### src/rtl/sync_fifo_flex.sv
// Single-clock FIFO with selectable registered-read or fall-through output,
// occupancy count, almost-full/almost-empty thresholds and sticky error status.
module sync_fifo_flex #(
  parameter int WIDTH     = 8,
  parameter int FIFO_SIZE = 16,
  parameter int PTR_WIDTH = $clog2(FIFO_SIZE),
  parameter int FWFT      = 0,
  parameter int AF_LEVEL  = FIFO_SIZE - 2,
  parameter int AE_LEVEL  = 2
) (
  input  logic               clk,
  input  logic               res,
  input  logic               wr_en,
  input  logic [WIDTH-1:0]   wdata,
  input  logic               rd_en,
  output logic [WIDTH-1:0]   rdata,
  output logic               full,
  output logic               empty,
  output logic               almost_full,
  output logic               almost_empty,
  output logic               overflow,
  output logic               underflow,
  output logic [PTR_WIDTH:0] count,
  input  logic               clr_err,
  output logic [1:0]         err_sticky
);

  localparam logic [PTR_WIDTH:0]   LP_FULL    = FIFO_SIZE[PTR_WIDTH:0];
  localparam logic [PTR_WIDTH:0]   LP_AF      = AF_LEVEL[PTR_WIDTH:0];
  localparam logic [PTR_WIDTH:0]   LP_AE      = AE_LEVEL[PTR_WIDTH:0];
  localparam logic [PTR_WIDTH-1:0] LP_PTR_ONE = {{(PTR_WIDTH-1){1'b0}}, 1'b1};
  localparam logic [PTR_WIDTH:0]   LP_CNT_ONE = {{PTR_WIDTH{1'b0}}, 1'b1};

  logic [WIDTH-1:0]     r_mem [FIFO_SIZE];
  logic [PTR_WIDTH-1:0] r_wr_ptr;
  logic [PTR_WIDTH-1:0] r_rd_ptr;
  logic [PTR_WIDTH:0]   r_count;
  logic                 r_full;
  logic                 r_empty;
  logic                 r_almost_full;
  logic                 r_almost_empty;
  logic                 r_overflow;
  logic                 r_underflow;
  logic [1:0]           r_err_sticky;

  logic                 w_wr_acc;
  logic                 w_rd_acc;
  logic                 w_ovf;
  logic                 w_udf;
  logic [PTR_WIDTH:0]   w_count_nxt;

  // Accepts look only at the registered flags, so a simultaneous read never
  // frees space for a write at full, nor a write feeds a read at empty.
  assign w_wr_acc = wr_en & ~r_full;
  assign w_rd_acc = rd_en & ~r_empty;
  assign w_ovf    = wr_en & r_full;
  assign w_udf    = rd_en & r_empty;

  always_comb begin
    w_count_nxt = r_count;
    case ({w_wr_acc, w_rd_acc})
      2'b10:   w_count_nxt = r_count + LP_CNT_ONE;
      2'b01:   w_count_nxt = r_count - LP_CNT_ONE;
      default: w_count_nxt = r_count;
    endcase
  end

  always_ff @(posedge clk) begin
    if (res && w_wr_acc) begin
      r_mem[r_wr_ptr] <= wdata;
    end
  end

  always_ff @(posedge clk) begin
    if (!res) begin
      r_wr_ptr       <= '0;
      r_rd_ptr       <= '0;
      r_count        <= '0;
      r_full         <= 1'b0;
      r_empty        <= 1'b1;
      r_almost_full  <= 1'b0;
      r_almost_empty <= 1'b1;
      r_overflow     <= 1'b0;
      r_underflow    <= 1'b0;
      r_err_sticky   <= 2'b00;
    end else begin
      if (w_wr_acc) r_wr_ptr <= r_wr_ptr + LP_PTR_ONE;
      if (w_rd_acc) r_rd_ptr <= r_rd_ptr + LP_PTR_ONE;
      r_count        <= w_count_nxt;
      r_full         <= (w_count_nxt == LP_FULL);
      r_empty        <= (w_count_nxt == '0);
      r_almost_full  <= (w_count_nxt >= LP_AF);
      r_almost_empty <= (w_count_nxt <= LP_AE);
      r_overflow     <= w_ovf;
      r_underflow    <= w_udf;
      // A new error in the same cycle as clr_err survives the clear.
      r_err_sticky   <= (clr_err ? 2'b00 : r_err_sticky) | {w_udf, w_ovf};
    end
  end

  generate
    if (FWFT != 0) begin : g_fwft
      assign rdata = r_empty ? '0 : r_mem[r_rd_ptr];
    end else begin : g_reg_read
      logic [WIDTH-1:0] r_rdata;
      always_ff @(posedge clk) begin
        if (!res) begin
          r_rdata <= '0;
        end else if (w_rd_acc) begin
          r_rdata <= r_mem[r_rd_ptr];
        end
      end
      assign rdata = r_rdata;
    end
  endgenerate

  assign full         = r_full;
  assign empty        = r_empty;
  assign almost_full  = r_almost_full;
  assign almost_empty = r_almost_empty;
  assign overflow     = r_overflow;
  assign underflow    = r_underflow;
  assign count        = r_count;
  assign err_sticky   = r_err_sticky;

endmodule

### config.mk
export PLATFORM = sky130hd
export DESIGN_NAME = sync_fifo_flex
export DESIGN_NICKNAME = d
export VERILOG_FILES = /design/src/rtl/sync_fifo_flex.sv
export SDC_FILE = /design/constraint.sdc
export NUM_CORES = 1
export LEC_CHECK = 0
export ABC_AREA = 1
export CELL_PAD_IN_SITES_DETAIL_PLACEMENT = 1
export CELL_PAD_IN_SITES_GLOBAL_PLACEMENT = 2
export CORE_ASPECT_RATIO = 0.75
export CORE_MARGIN = 2
export CORE_UTILIZATION = 44
export CTS_BUF_LIST = sky130_fd_sc_hd__clkbuf_8
export CTS_CLUSTER_DIAMETER = 120
export DETAILED_ROUTE_END_ITERATION = 6
export PLACE_DENSITY_LB_ADDON = 0.1
export SYNTH_ARGS = -nofsm -noshare
export SYNTH_HDL_FRONTEND = slang
export SYNTH_SLANG_ARGS = --single-unit
### constraint.sdc
create_clock -name clk -period 3.4 [get_ports clk]
set_input_delay 0.68 -clock clk [delete_from_list [all_inputs] [get_ports clk]]
set_output_delay 0.68 -clock clk [all_outputs]
set_load 0.03 [all_outputs]
# After elaboration in Yosys (flattened, before gate mapping)
# Memories as Yosys holds them, arrays and structs flattened. A register that Yosys moved wholly into a read port is not among the register bits.
# Index checks and enable logic that the tools add are counted.
# classes
reduce_logical,3
addsub,4
eq_ne,3
n_mux,4
bitwise_logic,7
magnitude_cmp,2
# op_table
operator,count
5-bit case mux with 2 select lines,1
"4-bit by 1-bit adder with 4-bit output, second input constant",2
"5-bit by 1-bit adder with 5-bit output, second input constant",1
"5-bit == test, second input constant",1
"5-bit by 4-bit greater-or-equal comparator with 1-bit output, second input constant",1
"5-bit by 2-bit less-or-equal comparator with 1-bit output, second input constant",1
5-bit logical NOT,1
"5-bit by 1-bit subtractor with 5-bit output, second input constant",1
1-bit AND,4
"2-bit by 1-bit == test with 1-bit output, second input constant",1
"2-bit == test, second input constant",1
1-bit 2-to-1 mux,2
2-bit 2-to-1 mux,1
1-bit NOT,2
2-bit OR,1
1-bit logical AND,1
1-bit logical NOT,1
# word_totals
out_inout_bits,21
memories,1
ramBits,128
regBits,21
word_cells,34
in_bits,13
# mem_list
name,depth,word_bits,rd,rd_ports_with_merged_regs,write_ports,line,source
r_mem,16,8,1,1,1,34,logic [WIDTH-1:0] r_mem [FIFO_SIZE];

# Depth between registers and ports, before layout
# logic_depth
word_depth,5
mapped_depth,17
depth_no_buf,17

# Least setup slack after synthesis
# Ideal clock, no wire load.
# synth_path
kind,input port to flip-flop
startpoint,input port rd_en
endpoint,register r_empty (netlist: empty)
path_stages,16
slack_ns,0.905
setup_ns,0.125
arrival_ns,2.370
path_cell_list,inv_1 > nor2_1 > clkbuf_1 > ha_1 > nor2_1 > nor2_2 > ha_1 > inv_1 > nand2_1 > inv_1 > nand2_1 > nand3_1 > o21ai_1 > nor2_1 > nand3_1 > nand2_1
# synth_via
elab_chain_cells,4
elab_cells_between_ends,5
classes_between,eq/ne: 2; mux: 1; bitwise: 1; reduce/logical: 1
# synth_rtl
element,line,source
"start, declared",15,"input logic rd_en,"
1-bit AND (*),55,assign w_rd_acc = rd_en & ~r_empty;
via w_rd_acc,47,logic w_rd_acc;
2-bit by 1-bit == test with 1-bit output / 2-bit == test (equally long branches),61,"case ({w_wr_acc, w_rd_acc})"
5-bit case mux with 2 select lines (*),61,
5-bit logical NOT (*),91,r_empty <= (w_count_nxt == '0);
"end signal, assigned",91,
"end, declared",39,logic r_empty;
# The timed path passes the listed nets; every way through them passes the cells marked *.
# A chain may end at the register's enable or synchronous reset.

# Final worst setup path
# layout_path
startpoint,input port wr_en
endpoint,register r_empty (netlist: empty)
# layout_via
elab_chain_cells,4
elab_cells_between_ends,5
classes_between,eq/ne: 2; mux: 1; bitwise: 1; reduce/logical: 1
# layout_rtl
element,line,source
"start, declared",13,"input logic wr_en,"
1-bit AND (*),54,assign w_wr_acc = wr_en & ~r_full;
2-bit by 1-bit == test with 1-bit output / 2-bit == test (equally long branches),61,
5-bit case mux with 2 select lines (*),61,
5-bit logical NOT (*),91,
# Mark *: on every way between the ends. The rest lies on a longest branch, timed or not.

==> metrics.md <==
| Metric | Value |
|---|---|
| RSZ-0062 raised after global routing | `false` |
| Final hold viol count | `0` |
| Post-CTS Setup Inserts | `0` |
| Fmax achieved | `372 MHz` |
| IO Pins | `34` |
| CORE AREA | `0.0145 mm²` |
| Leading area contributor after synthesis | `edfxtp_1` |
| DR WL/cell | `20.1 µm` |
| Syn Inst Count | `622` |
| IO buf count | `33` |
| Drt drc | `0` |
| Buf/Inv on CP | `6` |
| Largest net degree at the start of global routing | `67` |
| Synth Warn # | `0` |
| Setup_tns | `0 ns` |
| Die Y | `109 µm` |
| Hold WC Path Type | `reg2reg` |
| Placed insts | `848` |
| Predominant post-synthesis flop cell | `edfxtp_1` |
| Worst setup EP type | `flop` |
| Non-filler cells, final | `880` |
| Post-CTS Hold Buffers | `0` |
| Async set or reset register ratio after synthesis | `0%` |
| Post-synth EDFFs | `128` |
| Antenna diode count | `0` |
| Gr ovfl total | `0` |
| Area growth from synthesis to layout | `14.7%` |
| Via/cell ratio | `5.35` |
| Num CTS Buffers | `17` |
| Fin crit period | `2.69 ns` |
| Yosys reg bits | `157` |
| Cts repair resizes | `0` |
| Die Wd | `144 µm` |
| Clock Latency Late Sink | `0.47 ns` |
| Critical-path maximum fanout | `6` |
| Max-slew headroom | `48.1%` |
| Vias in the first global route | `4664` |
| Seq/Total Area, Yosys | `68.0%` |
| Share of layout cells above drive strength 1 | `8.68%` |
| Slew Limit Fails | `0` |
| Clk pwr share | `30.5%` |
| Count leader, synth | `nand2_1` |
| Initial Utilization | `45.0%` |
| Syn_area_per_cell | `10.5 µm²` |
| Top cell by count, worst path | `inv_1` |
| Clock skew | `0.0251 ns` |
| Drt total wl | `17600 µm` |
| Placement row count | `38` |
| Vias | `4708` |
| Synth top area share | `59.0%` |
| Die area | `0.0158 mm²` |
| Top cells by area, synth | `edfxtp_1 (59%), nand2_1 (11%), dfxtp_1 (8.9%)` |
| Cell Chain, Critical Path | `clkdlybuf4s50_1 > inv_1 > nor2_1 > inv_1 > ha_1 > nand2_1 > inv_1 > nor2_2 > ha_1 > inv_1 > nand2_1 > inv_1 > nand2_1 > nand3_1 > o21ai_1 > nor2_1 > nand3_1 > nand2_1` |
| Slew @ Worst Pin | `0.776 ns` |
| Synth cell types | `24` |
| Syn_nets | `643` |
| CP top delay family | `simple AND/OR/NAND/NOR gates` |
| Crit-path max cell delay | `0.47 ns` |
| Initial DRC count | `337` |
| Nets@finish | `688` |
| Int Pwr | `3010 µW` |
| Worst Setup Start Kind | `input pin` |
| Register share of total power | `49.4%` |
| Drt first pass iters | `4` |
| Root Buffer Master | `clkbuf_8` |
| Number of max-cap violations | `0` |
| Initial antenna violation count | `0` |
| Combinational Power Share | `20.1%` |
| Worst-path clk slew | `0.09 ns` |
| Final Cycle Share | `79.1%` |
| Net Switching | `1420 µW` |
| Worst EP required | `3.74 ns` |
| Crit path kind | `in2reg` |
| Routed Antenna Nets | `0` |
| First-pass GRT wire length | `27300 µm` |
| Critical path arrival | `3.03 ns` |
| P per Cell Area | `593 mW/mm²` |
| Post-synth top cells | `nand2_1 (194), edfxtp_1 (128), nand3_1 (112)` |
| Slowest library cell on the worst path | `clkdlybuf4s50_1` |
| CTS H-tree lvls | `4` |
| Status | `completed` |
| LEAKAGE | `0.00280 µW` |
| Routability-driven placement congestion ratio | `0.800` |
| Switching Fraction | `32.1%` |
| Clk buf depth | `2` |
| GRT Total Usage | `24.2%` |
| Cell area after synthesis | `0.00651 mm²` |
| Final setup viols | `0` |
| CTS sink cnt | `157` |
| Max VDD drop | `0.276 mV` |
| CTS tree | `done` |
| Post-DP HPWL | `11700 µm` |
metrics by stage:
step | hold slack [ns] | util (%) | setup slack, ns | instance area (µm²) | power (µW)
4_1_cts | 0.469 | 51.7 | 0.741 | 7470 | 4450
3_3_place_gp | 0.449 | 49.1 | 0.363 | 7090 | 3100
3_5_place_dp | 0.455 | 49.1 | 0.269 | 7090 | 3120
2_1_floorplan | 0.480 | - | 0.905 | 6510 | 2800
5_1_grt | 0.487 | 51.7 | 0.485 | 7470 | 4630
6_report | 0.466 | 51.7 | 0.712 | 7470 | 4430
final cells by class:
type	count	area, µm²
Timing Repair Buffer	56	503
Multi-Input combinational cell	402	1790
Clock buffer	17	234
Tap cell	200	250
Inverter	33	124
Sequential cell	157	4430
Fill cell	1604	6990
Clock inverter	15	140
state kept, by name (all words and copies together) (netlist names):
register,flops
r_wr_ptr,4
err_sticky,2
overflow,1
r_rd_ptr,4
almost_full,1
count,5
r_mem,128
full,1
underflow,1
almost_empty,1
empty,1
rdata,8
cells in the final DEF (no fill, tap or decap), drive strengths merged:
cell           count
clkinvlp           1
nor4               1
clkinv             9
nand3            112
clkdlybuf4s50     33
nand4              2
xor2               1
nor2              47
clkbuf            17
a21oi             19
and3               1
inv               37
ha                 8
bufinv             1
dfxtp             29
nand2            194
o21ai             13
nor3               3
buf               23
mux2i              1
edfxtp           128
final timing paths:
path,from,to,slack [ns],depth (start not counted)
worst max-delay path,wr_en,empty,0.71,18
worst min-delay path,err_sticky[0],err_sticky[0],0.47,2
worst max register to register,full,empty,1.12,16
worst min register to register,err_sticky[0],err_sticky[0],0.47,2
worst reg2reg max path, cell delays in order (launching register included):
cell and delay (ns):
dfxtp_1 0.33, nor2_1 0.16, inv_1 0.16, ha_1 0.31
nand2_1 0.09, inv_1 0.06, nor2_2 0.10, ha_1 0.15
inv_1 0.04, nand2_1 0.12, inv_1 0.05, nand2_1 0.06
nand3_1 0.06, o21ai_1 0.22, nor2_1 0.12, nand3_1 0.10
nand2_1 0.05
power by group through the flow:
stage	clock network [µW]	logic, µW	registers, µW
floorplan	0	489	2310
global placement	0	866	2230
detailed placement	0	891	2230
CTS	1360	896	2190
global route	1440	987	2200
finish	1350	889	2190
per-layer routing:
| layer | track usage, % | up-vias | share of wire, % |
|---|---|---|---|
| li1 | - | 2201 | - |
| met1 | 35.8 | 2332 | 47 |
| met2 | 36.6 | 154 | 45 |
| met3 | 4.79 | 21 | 6.8 |
| met4 | 6.80 | 0 | 1.4 |
| met5 | 0 | - | 0 |
kinds of logic (layout without fill, tap and decap cells):
family | count (synthesis) | after routing | synth area share, %
xor+xnor | 1 | 1 | 0.135
flops | 157 | 157 | 68.0
simple gates | 360 | 360 | 23.2
compound gates | 32 | 32 | 2.46
mux | 1 | 1 | 0.154
fa+ha+maj | 8 | 8 | 1.54
buf+inv | 63 | 121 | 4.56
(Power assumes the default switching activity.)
